### config.mk
export PLATFORM = sky130hd
export DESIGN_NAME = adder64_seq_ctrl
export DESIGN_NICKNAME = d
export VERILOG_FILES = /design/src/rtl/adder_pkg.sv /design/src/rtl/Adder16bit.sv /design/src/rtl/adder64_seq_ctrl.sv
export SDC_FILE = /design/constraint.sdc
export NUM_CORES = 1
export LEC_CHECK = 0
export BUFFER_PORTS_ARGS = -buffer_cell sky130_fd_sc_hd__buf_2
export CORE_MARGIN = 1.5
export CORE_UTILIZATION = 27
export CTS_CLUSTER_DIAMETER = 200
export DETAILED_ROUTE_END_ITERATION = 16
export SYNTH_ARGS = -nofsm -noshare
export SYNTH_HDL_FRONTEND = slang
export SYNTH_SLANG_ARGS = --single-unit
### constraint.sdc
create_clock -name clk -period 3.4 [get_ports clk]
set_input_delay 0.17 -clock clk [delete_from_list [all_inputs] [get_ports clk]]
set_output_delay 0.17 -clock clk [all_outputs]
set_load 0.01 [all_outputs]
### src/rtl/adder_pkg.sv
// Shared constants, FSM encoding and slice-count helper for the
// sequential 64-bit add/subtract unit.
package adder_pkg;

  localparam int SLICE_W   = 16;
  localparam int WIDTH_DEF = 64;

  function automatic int nslice(input int w);
    return w / SLICE_W;
  endfunction

  localparam int NSLICE = nslice(WIDTH_DEF);

  typedef enum logic [1:0] {
    IDLE = 2'd0,
    RUN  = 2'd1,
    DONE = 2'd2
  } state_t;

endpackage

### src/rtl/Adder16bit.sv
// 16-bit ripple slice: Sum/Co = A + B + Ci.
// Ports: A, B (16b), Ci -> Sum (16b), Co.
module Adder16bit (
  input  logic [15:0] A,
  input  logic [15:0] B,
  input  logic        Ci,
  output logic [15:0] Sum,
  output logic        Co
);

  assign {Co, Sum} = {1'b0, A} + {1'b0, B} + {16'b0, Ci};

endmodule

### src/rtl/adder64_seq_ctrl.sv
// WIDTH-bit add/sub run over one shared Adder16bit, one slice per cycle.
// Ports: clk, rst_n, in_valid/in_ready + A/B/Ci/Sub,
//        out_valid/out_ready + Sum/Co/Ovf, busy.
module adder64_seq_ctrl
  import adder_pkg::*;
#(
  parameter int WIDTH = WIDTH_DEF
) (
  input  logic             clk,
  input  logic             rst_n,
  input  logic             in_valid,
  output logic             in_ready,
  input  logic [WIDTH-1:0] A,
  input  logic [WIDTH-1:0] B,
  input  logic             Ci,
  input  logic             Sub,
  output logic             out_valid,
  input  logic             out_ready,
  output logic [WIDTH-1:0] Sum,
  output logic             Co,
  output logic             Ovf,
  output logic             busy
);

  localparam int NS = nslice(WIDTH);
  localparam int IW = (NS > 1) ? $clog2(NS) : 1;
  localparam logic [IW-1:0] LAST = IW'(NS - 1);

  state_t           state_q, state_d;
  logic [WIDTH-1:0] a_q, a_d;
  logic [WIDTH-1:0] b_q, b_d;
  logic             c_q, c_d;
  logic [IW-1:0]    idx_q, idx_d;
  logic [WIDTH-1:0] sum_q, sum_d;
  logic             co_q, co_d;
  logic             ovf_q, ovf_d;

  logic [SLICE_W-1:0] s_a, s_b, s_sum;
  logic               s_co;
  logic               accept;

  assign s_a = a_q[idx_q*SLICE_W +: SLICE_W];
  assign s_b = b_q[idx_q*SLICE_W +: SLICE_W];

  Adder16bit u_slice (
    .A   (s_a),
    .B   (s_b),
    .Ci  (c_q),
    .Sum (s_sum),
    .Co  (s_co)
  );

  // DONE forwards out_ready so a new op can start on handoff
  assign in_ready  = (state_q == IDLE) ||
                     ((state_q == DONE) && out_ready);
  assign out_valid = (state_q == DONE);
  assign busy      = (state_q == RUN);
  assign accept    = in_valid && in_ready;
  assign Sum       = sum_q;
  assign Co        = co_q;
  assign Ovf       = ovf_q;

  always_comb begin
    state_d = state_q;
    a_d     = a_q;
    b_d     = b_q;
    c_d     = c_q;
    idx_d   = idx_q;
    sum_d   = sum_q;
    co_d    = co_q;
    ovf_d   = ovf_q;
    unique case (state_q)
      IDLE, DONE: begin
        if (accept) begin
          a_d     = A;
          b_d     = Sub ? ~B : B;
          c_d     = Ci;
          idx_d   = '0;
          state_d = RUN;
        end else if (state_q == DONE && out_ready) begin
          state_d = IDLE;
        end
      end
      RUN: begin
        sum_d[idx_q*SLICE_W +: SLICE_W] = s_sum;
        c_d   = s_co;
        idx_d = idx_q + 1'b1;
        if (idx_q == LAST) begin
          state_d = DONE;
          co_d    = s_co;
          ovf_d   = (a_q[WIDTH-1] == b_q[WIDTH-1]) &&
                    (s_sum[SLICE_W-1] != a_q[WIDTH-1]);
        end
      end
      default: state_d = IDLE;
    endcase
  end

  always_ff @(posedge clk or negedge rst_n) begin
    if (!rst_n) begin
      state_q <= IDLE;
      a_q     <= '0;
      b_q     <= '0;
      c_q     <= 1'b0;
      idx_q   <= '0;
      sum_q   <= '0;
      co_q    <= 1'b0;
      ovf_q   <= 1'b0;
    end else begin
      state_q <= state_d;
      a_q     <= a_d;
      b_q     <= b_d;
      c_q     <= c_d;
      idx_q   <= idx_d;
      sum_q   <= sum_d;
      co_q    <= co_d;
      ovf_q   <= ovf_d;
    end
  end

endmodule

# Word level (Yosys, flattened, before mapping)
# Index checks and enable logic that the tools add are counted.
[totals] ff_bits=199 in_bits=134 word_cells=46
[op_classes] addsub=4 eq_ne=8 shifts=4 n_mux=10 bitwise_logic=1 n_reduce_logical=11
[ops] cell="$shiftx 64x7->16" n=2
[ops] cell="$bwmux 64" n=1
[ops] cell="$mux 64" n=1
[ops] cell="$not 64->64" n=1
[ops] cell="$shift 16x34->64 const A" n=1
[ops] cell="$shiftx 16x34->64" n=1
[ops] cell="$neg 6->34" n=1
[ops] cell="$add 16x16->17" n=1
[ops] cell="$add 17x1->17" n=1
[ops] cell="$mux 2" n=4
[ops] cell="$pmux 2 s2" n=2
[ops] cell="$reduce_and 2->1" n=4
[ops] cell="$eq 2x2->1 const B" n=2
[ops] cell="$logic_and 1x1->1" n=3
[ops] cell="$ne 3x3->1 const B" n=1
[ops] cell="$add 2x1->2 const B" n=1
[ops] cell="$eq 2x1->1 const B" n=1
[ops] cell="$logic_not 2->1" n=1
[ops] cell="$ne 2x1->1 const B" n=1
[ops] cell="$ne 2x2->1 const B" n=1
[ops] cell="$pmux 1 s2" n=1
[ops] cell="$reduce_bool 2->1" n=1
[ops] cell="$reduce_or 2->1" n=1
[ops] cell="$eq 1x1->1" n=1
[ops] cell="3 further kinds" n=3

# Longest topological paths before layout
# Gate-level depths: netlist (run 1).
[depth] ltp_word=6 depth_mapped=12 depth_no_buf=9

# Hierarchy
# From an unflattened synthesis (run 1), not the netlist that was laid out.
[unflattened] hier_cells=672 hier_area_um2=9654.3
[by_module_without_submodules] module="adder64_seq_ctrl" instances=1 cells_each=570 area_each_um2=8908.5
[by_module_without_submodules] module="Adder16bit" instances=1 cells_each=102 area_each_um2=745.7

# Worst setup path before layout (run 1)
# No wires, ideal clock.
[synth_path] path_type="register to register" from="reg idx_q[0]" to="reg sum_q[10], in the netlist Sum[10]" arrival_ns=3.617 required_ns=3.279 path_slack_ns=-0.338 stages_incl_launch_ff=12 path_buffers=2 synth_period_minus_slack_ns=3.738 path_cell_list="dfrtp_1 buf_2 buf_2 mux4_2 fa_1 fa_1 a21oi_1 o21ai_1 a2111oi_0 o21bai_1 xor2_1 a22o_1"
[synth_via] elab_chain_len=5 word_cells_on_any_way=8 cone_classes="add/sub (3); shift (4); mux (1)"
[synth_lines] item="start, declared" line="adder64_seq_ctrl.sv:33" rtl="logic [IW-1:0] idx_q, idx_d;"
[synth_lines] item="start signal, assigned" line="adder64_seq_ctrl.sv:114" rtl="idx_q <= idx_d;"
[synth_lines] item="$shiftx 64x7->16 (on tied branches)" line="adder64_seq_ctrl.sv:42, adder64_seq_ctrl.sv:43"
[synth_lines] item="$add 16x16->17" line="Adder16bit.sv:11" rtl="assign {Co, Sum} = {1'b0, A} + {1'b0, B} + {16'b0, Ci};"
[synth_lines] item="$add 17x1->17" line="Adder16bit.sv:11"
[synth_lines] item="$shiftx 16x34->64" line="adder64_seq_ctrl.sv:85" rtl="sum_d[idx_q*SLICE_W +: SLICE_W] = s_sum;"
[synth_lines] item="$bwmux 64 (*)" line="adder64_seq_ctrl.sv:85"
[synth_lines] item="end signal, assigned" line="adder64_seq_ctrl.sv:115" rtl="sum_q <= sum_d;"
[synth_lines] item="end, declared" line="adder64_seq_ctrl.sv:34" rtl="logic [WIDTH-1:0] sum_q, sum_d;"
# Every way passes the cells marked *; elsewhere a longest branch is shown, timed or not.
# A chain may end at the register's enable or synchronous reset.

# Worst setup path after layout (run 1)
[layout_path] from="reg idx_q[0]" to="reg c_q"
[layout_via] elab_chain_len=4 word_cells_on_any_way=5 cone_classes="add/sub (2); shift (2); mux (1)"
[layout_lines] item="$shiftx 64x7->16 (on tied branches)" line="adder64_seq_ctrl.sv:42, adder64_seq_ctrl.sv:43"
[layout_lines] item="$add 16x16->17 (*)" line="Adder16bit.sv:11"
[layout_lines] item="$add 17x1->17 (*)" line="Adder16bit.sv:11"
[layout_lines] item="$pmux 1 s2 (*)" line="adder64_seq_ctrl.sv:72" rtl="unique case (state_q)"
[layout_lines] item="end signal, assigned" line="adder64_seq_ctrl.sv:104" rtl="c_q <= 1'b0;"
[layout_lines] item="end signal, assigned" line="adder64_seq_ctrl.sv:113" rtl="c_q <= c_d;"
[layout_lines] item="end, declared" line="adder64_seq_ctrl.sv:32" rtl="logic c_q, c_d;"
# Marks and branches as above.

==> results of run 1 <==
==> registers in the layout, summed over array words and instances, names as in the netlist <==
register  count
Ovf           1
c_q           1
idx_q         2
a_q          64
state_q       2
b_q          64
Sum          64
Co            1
==> what timing repair did <==
item	4_1_cts	5_1_grt
pin swaps	0	5
hold buffers	72	0
hold endpoints to repair	168	0
setup endpoints to repair	12	31
resized for setup	4	9
cloned	0	1
setup buffers	0	3
==> layout by cell type (no fill, tap or decap), drive strengths merged, types with 3 or more instances in the layout <==
master	netlist	final
a211oi	3	3
a21o	7	7
a21oi	22	22
a22o	48	48
a22oi	4	4
a31oi	3	3
and2	3	3
and3	3	3
buf	16	232
clkbuf	41	22
clkinv	0	5
dfrtp	199	199
dlygate4sd3	0	72
ha	21	21
inv	8	12
mux4	32	32
nand2	281	281
nand2b	3	3
nand3	8	8
nand4	10	10
nor2	11	11
o211ai	3	3
o21a	3	3
o21ai	85	85
o21bai	4	4
or3	4	4
xnor2	70	70
xor2	5	5
==> power by group <==
| part | internal [µW] | total (µW) | switching [µW] |
|---|---|---|---|
| Sequential | 3330 | 3890 | 559 |
| Clock | 955 | 1880 | 922 |
| Combinational | 3260 | 8080 | 4820 |
==> critical path: stages, from the launching register on <==
cell,delay (ps)
dfrtp_2,460
mux4_2,550
fa_1,480
fa_1,440
a21oi_2,210
o21ai_2,120
a211oi_1,270
o31a_1,390
a211o_1,190
a31oi_1,80
==> area by class of cell <==
| type | count | area, µm² | share of cell area, % |
|---|---|---|---|
| multi-input cells | 654 | 4410 | 35.1 |
| inverters | 8 | 30.0 | 0.239 |
| clock buffers | 20 | 447 | 3.56 |
| flip-flops and latches | 199 | 4980 | 39.7 |
| repair buffers | 306 | 2050 | 16.3 |
| clock inverters | 11 | 75.1 | 0.598 |
| well taps | 455 | 569 | 4.53 |
==> per-layer routing <==
metal  GRT usage, %  part of all wire (%)  vias up
met5              0                     0        -
met4           6.30                   2.7        0
met3           3.04                   5.5       38
met2           26.1                    48      247
met1           20.9                    44     3692
li1               -                     -     3695
==> stage by stage <==
stage                     area [µm²]  util, %
after detailed placement       11200     32.3
after CTS                      12400     36.0
after global placement         11200     32.3
after global routing           12600     36.3
after floorplan                 9550        -
final                          12600     36.3
==> logic make-up (layout without fill, tap and decap cells) <==
family,count (synthesis),after routing,synth area share (%)
and+or+nand+nor,331,331,14.0
DFF,199,199,52.3
AOI/OAI and AO/OA,192,192,13.3
xor gates and xnor gates,75,75,6.89
buffers and inverters,65,345,2.72
muxes,33,33,7.67
adders and majority gates,23,23,3.18
==> final timing paths <==
check | from | end | slack (ps) | cells past startpoint
min in group asynchronous | rst_n | Sum[49] | 380 | 2
max in group asynchronous | rst_n | b_q[54] | 2080 | 3
max | idx_q[0] | c_q | 90 | 9
max reg2reg | idx_q[0] | c_q | 90 | 9
min reg2reg | a_q[47] | a_q[47] | 470 | 2
min | B[41] | b_q[41] | 20 | 3
==> key figures, run 1 <==
Outcome
  • Run status: completed

Synthesis
  • Post-synth EDFFs: 0
  • Area fraction of the dominant cell type after synthesis: 52.3%
  • Mean Syn Cell Area: just over 10 µm²
  • Asr flop ratio synth: 100%
  • Sequential area share after synthesis: a little over half
  • Net count after synthesis: around 1100
  • Cells after synthesis: a little over 900
  • Synth Flop Type: dfrtp_1
  • Most common cell in the synthesized netlist: nand2_1
  • Distinct cells, synth: a little over 50
  • Top cells by count, synth: 281 x nand2_1, 199 x dfrtp_1, 83 x o21ai_0
  • FF+latch count, synth: 199
  • Number of synthesis warnings: 0
  • Post-synth top area cell: dfrtp_1
  • Area contributors post-synth: dfrtp_1 52%, nand2_1 11%, mux4_2 7.6%
  • Mapped cell area: 0.00953 mm²

Clocking
  • Num Clock Sinks: 199
  • CTS buffer count: 17
  • TritonCTS clock tree: yes
  • Clock slew at reported path FFs: approximately 70 ps
  • CTS max path bufs: 2
  • Root Driver: clkbuf_16
  • H-tree levels: 4
  • Clock Latency Late Sink: ~450 ps

Critical path
  • Setup CP Type: flip-flop to flip-flop
  • WP data required: about 3700 ps
  • Crit-path max FO: 10
  • Setup crit start kind: flip-flop
  • Arrival time at the worst endpoint: approximately 3600 ps
  • Crit path capture type: flip-flop

STA
  • Final WS setup: ~86 ps
  • Slew Viols, Final: 0
  • Worst-margin pin slew: about 1000 ps
  • Final setup viols: 0
  • Relative slew slack: 34.1%
  • FMAX: about 300 MHz
  • Fin. Hold Viols: 0
  • Final period util: 97.5%
  • Crit path time final: between 3000 and 4000 ps
  • Clk_skew: ~19 ps
  • Setup TNS: 0 ps
  • Hold slack final: between 20 and 25 ps

Die
  • Core region area: about 0.035 mm²
  • Die height: about 190 µm
  • Initial Utilization: 27.5%
  • Die area: 0.0364 mm²
  • # IOs: 203
  • Die Wd: ~190 µm
  • # rows: just under 70

Detailed routing
  • Drt total wl: slightly below 30000 µm
  • Pre-antenna DRT Iters: 5
  • Vias per cell: about 4.6
  • Vias: approximately 7700
  • Initial DRC Count: 459
  • Detail Route Antenna Nets: 0
  • DRC violations left: 0
  • Post-DR wirelength/cell: approximately 18 µm

Finish
  • Fillers: between 3000 and 4000
  • Layout Nets: 1343
  • Share of cells above drive strength 1: a little over a quarter
  • Fin cells: 1653
  • Area growth from synthesis to layout: 31.8%
  • # diodes: 0

Pwr
  • Tot Pwr: 13800 µW
  • Power density over cell area: about 1100 mW/mm²
  • Leakage power: a little over 0.006 µW
  • VDD IR max: 633 µV

Place
  • Post-DP HPWL: about 20000 µm
  • Cells after DPL: between 1500 and 2000
  • Placer Congestion: approximately 0.83
  • I/O Buffers: approximately 200
  • Post-Place Worst Slack: -61.9 ps

Job
  • Max Cap Violations: 0

GRT
  • Grt total ovfl: 0
  • Vias in the first global route: between 7000 and 8000
  • First-pass GRT wire length: approximately 44000 µm
  • Largest net degree at the start of global routing: around 100
  • Total track usage: 16.0%
  • Initial antenna violation count: 0

Min path
  • Hold Path Class: input pin to flip-flop
Note: power is estimated with default switching activity, not from simulation.
==> run 2, diff against run 1 <==
==> constraint.sdc (replaced) <==
create_clock -name clk -period 3.05 [get_ports clk]
set_input_delay 0.1525 -clock clk [delete_from_list [all_inputs] [get_ports clk]]
set_output_delay 0.1525 -clock clk [all_outputs]
set_load 0.01 [all_outputs]
==> run 2 against run 1 <==
Against the previous run:
- first-iteration DRC count is 0.22% lower
- critical endpoint is now Ovf
- clock skew fell by 0.91 ps
- sequential power rose by 14%
- design area up 8.1%
- largest cell class unchanged
- final cell count grew 4.8%
- worst setup slack worse by 300 ps
- the flow now finishes with violations (setup timing)
- critical path type unchanged
- clock-buffer cell count fell by 3
- combinational power up 39%
- wire length increased by 4.4%
==> key figures, run 2 (same netlist as run 1, synthesis figures left out) <==
Outcome
  • Run status: finished with violations
  • Failing checks: setup timing

Critical path
  • Setup CP Type: flip-flop to flip-flop
  • Cells along the critical path: buf_12 -> buf_12 -> buf_6 -> buf_6 -> mux4_2 -> ha_4 -> and3_1 -> a311o_1 -> o21a_1 -> or4_1 -> a31oi_1
  • Worst path slowest cell: or4_1
  • Crit-path max FO: 5 (-5)
  • Arrival time at the worst endpoint: 3640 ps (about the same)
  • Crit path capture type: flip-flop
  • CP top delay family: simple AND/OR/NAND/NOR gates
  • Setup crit start kind: flip-flop
  • WP buf/inv: 4 (+4)
  • CP peak stage delay: 520 ps (-30 ps)
  • WP data required: 3420 ps (-290 ps)

STA
  • Unrepaired setup endpoints after global routing: yes
  • FMAX: 306 MHz (+1.4%)
  • Final WS setup: -217 ps (-304 ps)
  • Relative slew slack: 34.0% (-0.051 points)
  • Worst-margin pin slew: 990 ps (+0.762 ps)
  • Slew Viols, Final: 0 (unchanged)
  • Setup TNS: -3490 ps (-3490 ps)
  • Hold slack final: 6.51 ps (-13.7 ps)
  • Fin. Hold Viols: 0 (unchanged)
  • Final period util: 107% (+9.7 points)
  • Clk_skew: 18.4 ps (-0.906 ps)
  • Crit path time final: 3270 ps (-46.4 ps)
  • Final setup viols: 31 (+31)

Detailed routing
  • Vias: 8147 (+6.2%)
  • Pre-antenna DRT Iters: 5 (unchanged)
  • Detail Route Antenna Nets: 0 (unchanged)
  • Initial DRC Count: 458 (-0.22%)
  • Drt total wl: 30200 µm (+4.4%)
  • DRC violations left: 0 (unchanged)
  • Post-DR wirelength/cell: 17.5 µm (-0.38%)
  • Vias per cell: 4.70 (+1.3%)

Pwr
  • Sw power: 7900 µW (+25%)
  • Leakage power: 0.00652 µW (+7.6%)
  • Reg power frac: 24.8% (-3.3 points)
  • VDD IR max: 1020 µV (+61%)
  • Power density over cell area: 1310 mW/mm² (+19%)
  • Tot Pwr: 17800 µW (+29%)
  • Sw frac: 44.3% (-1.2 points)
  • Cell internal pwr: 9930 µW (+32%)
  • Clock network power share: 12.4% (-1.2 points)
  • Combinational power share: 62.9% (+4.6 points)

Place
  • I/O Buffers: 202 (unchanged)
  • Post-DP HPWL: 22000 µm (+7.3%)
  • Post-Place Worst Slack: -347 ps (-285 ps)
  • Placer Congestion: 0.879 (+5.5%)
  • Cells after DPL: 1592 (+3.0%)

Clocking
  • CTS buffer count: 17 (unchanged)
  • CTS max path bufs: 2 (unchanged)
  • TritonCTS clock tree: yes
  • Clock slew at reported path FFs: 70 ps (about the same)
  • Num Clock Sinks: 199 (unchanged)
  • Clock Latency Late Sink: 460 ps (about the same)
  • Root Driver: clkbuf_16
  • H-tree levels: 4 (unchanged)

Finish
  • Most common cell after layout, fill and taps aside: nand2_1
  • Fin cells: 1732 (+4.8%)
  • Layout Nets: 1422 (+5.9%)
  • Share of cells above drive strength 1: 32.3% (+5.5 points)
  • # diodes: 0 (unchanged)
  • Area growth from synthesis to layout: 42.5%
  • Commonest non-fill, non-tap cells in the layout: 280 x nand2_1, 200 x buf_2, 197 x dfrtp_1

GRT
  • Vias in the first global route: 8146 (+4.7%)
  • Grt total ovfl: 0 (unchanged)
  • Total track usage: 16.8% (+0.76 points)
  • Largest net degree at the start of global routing: 106 (+5.0%)
  • Initial antenna violation count: 0 (unchanged)
  • First-pass GRT wire length: 46400 µm (+4.6%)

Die
  • Core region area: 0.0346 mm² (unchanged)
  • Initial Utilization: 27.5% (unchanged)
  • # IOs: 203 (unchanged)
  • Die Wd: 191 µm (unchanged)
  • Die area: 0.0364 mm² (unchanged)
  • # rows: 68 (unchanged)
  • Die height: 191 µm (unchanged)

Job
  • Max Cap Violations: 0 (unchanged)

Min path
  • Hold Path Class: input pin to flip-flop
## run 2: cell count changes in the layout (fill, tap and decap cells not counted), sizes merged
| cell | before | now |
|---|---|---|
| buf | 232 | 292 |
| clkbuf | 22 | 18 |
| clkinv | 5 | 4 |
| dlygate4sd3 | 72 | 92 |
| inv | 12 | 16 |
## run 2: per-stage QoR
step,area [µm²],utilization (%)
2_1_floorplan,9580,-
3_3_place_gp,11500,33.3
3_5_place_dp,11500,33.3
4_1_cts,13200,38.1
5_1_grt,13600,39.2
6_report,13600,39.2
## run 2: cell type report
| type | instances | area [µm²] |
|---|---|---|
| clock buffer | 17 | 425 |
| clock inverter | 14 | 135 |
| inverter | 8 | 30.0 |
| fill | 3383 | 21100 |
| multi-input combinational | 654 | 4710 |
| sequential | 199 | 4980 |
| timing repair buffer | 385 | 2730 |
| tap | 455 | 569 |
## run 2: per-layer routing
layer	part of all wire, %	vias up	track usage, %
li1	-	3860	-
met1	44	3946	22.1
met2	48	294	27.4
met3	5.9	47	3.44
met4	2.5	0	5.60
met5	0	-	0
## run 2: timing repair
| action | in CTS | in global routing |
|---|---|---|
| endpoints found under the setup margin | 40 | 53 |
| buffers inserted | 7 | 16 |
| hold endpoints to repair | 183 | 0 |
| hold buffers | 92 | 0 |
| pin swaps | 18 | 32 |
| gates resized for setup | 19 | 47 |
## run 2: worst reg2reg max path, stage by stage (launching register included)
cell and delay (ps):
dfrtp_2 440, buf_12 150, buf_12 120, buf_6 110, buf_6 120, mux4_2 500, ha_4 290, and3_1 220
a311o_1 350, o21a_1 200, or4_1 520, a31oi_1 170
## run 2: worst paths after layout
check                      depth (start not counted)      end  startpoint  slack, ps
hold / removal                                     3   b_q[5]        B[5]          7
setup reg to reg                                  11      Ovf    idx_q[0]       -220
min in group asynchronous                          2  Sum[19]       rst_n        330
max in group asynchronous                          3  b_q[24]       rst_n       1930
setup / recovery                                  11      Ovf    idx_q[0]       -220
hold reg to reg                                    2  b_q[24]     b_q[24]        480
## run 2: power by group through the flow
stage	Combinational, µW	Sequential (µW)	Clock [µW]
2_1_floorplan	5390	4260	0
3_3_place_gp	8950	4440	0
3_5_place_dp	9050	4470	0
4_1_cts	9750	4430	2250
5_1_grt	12100	4540	2360
6_report	11200	4420	2200
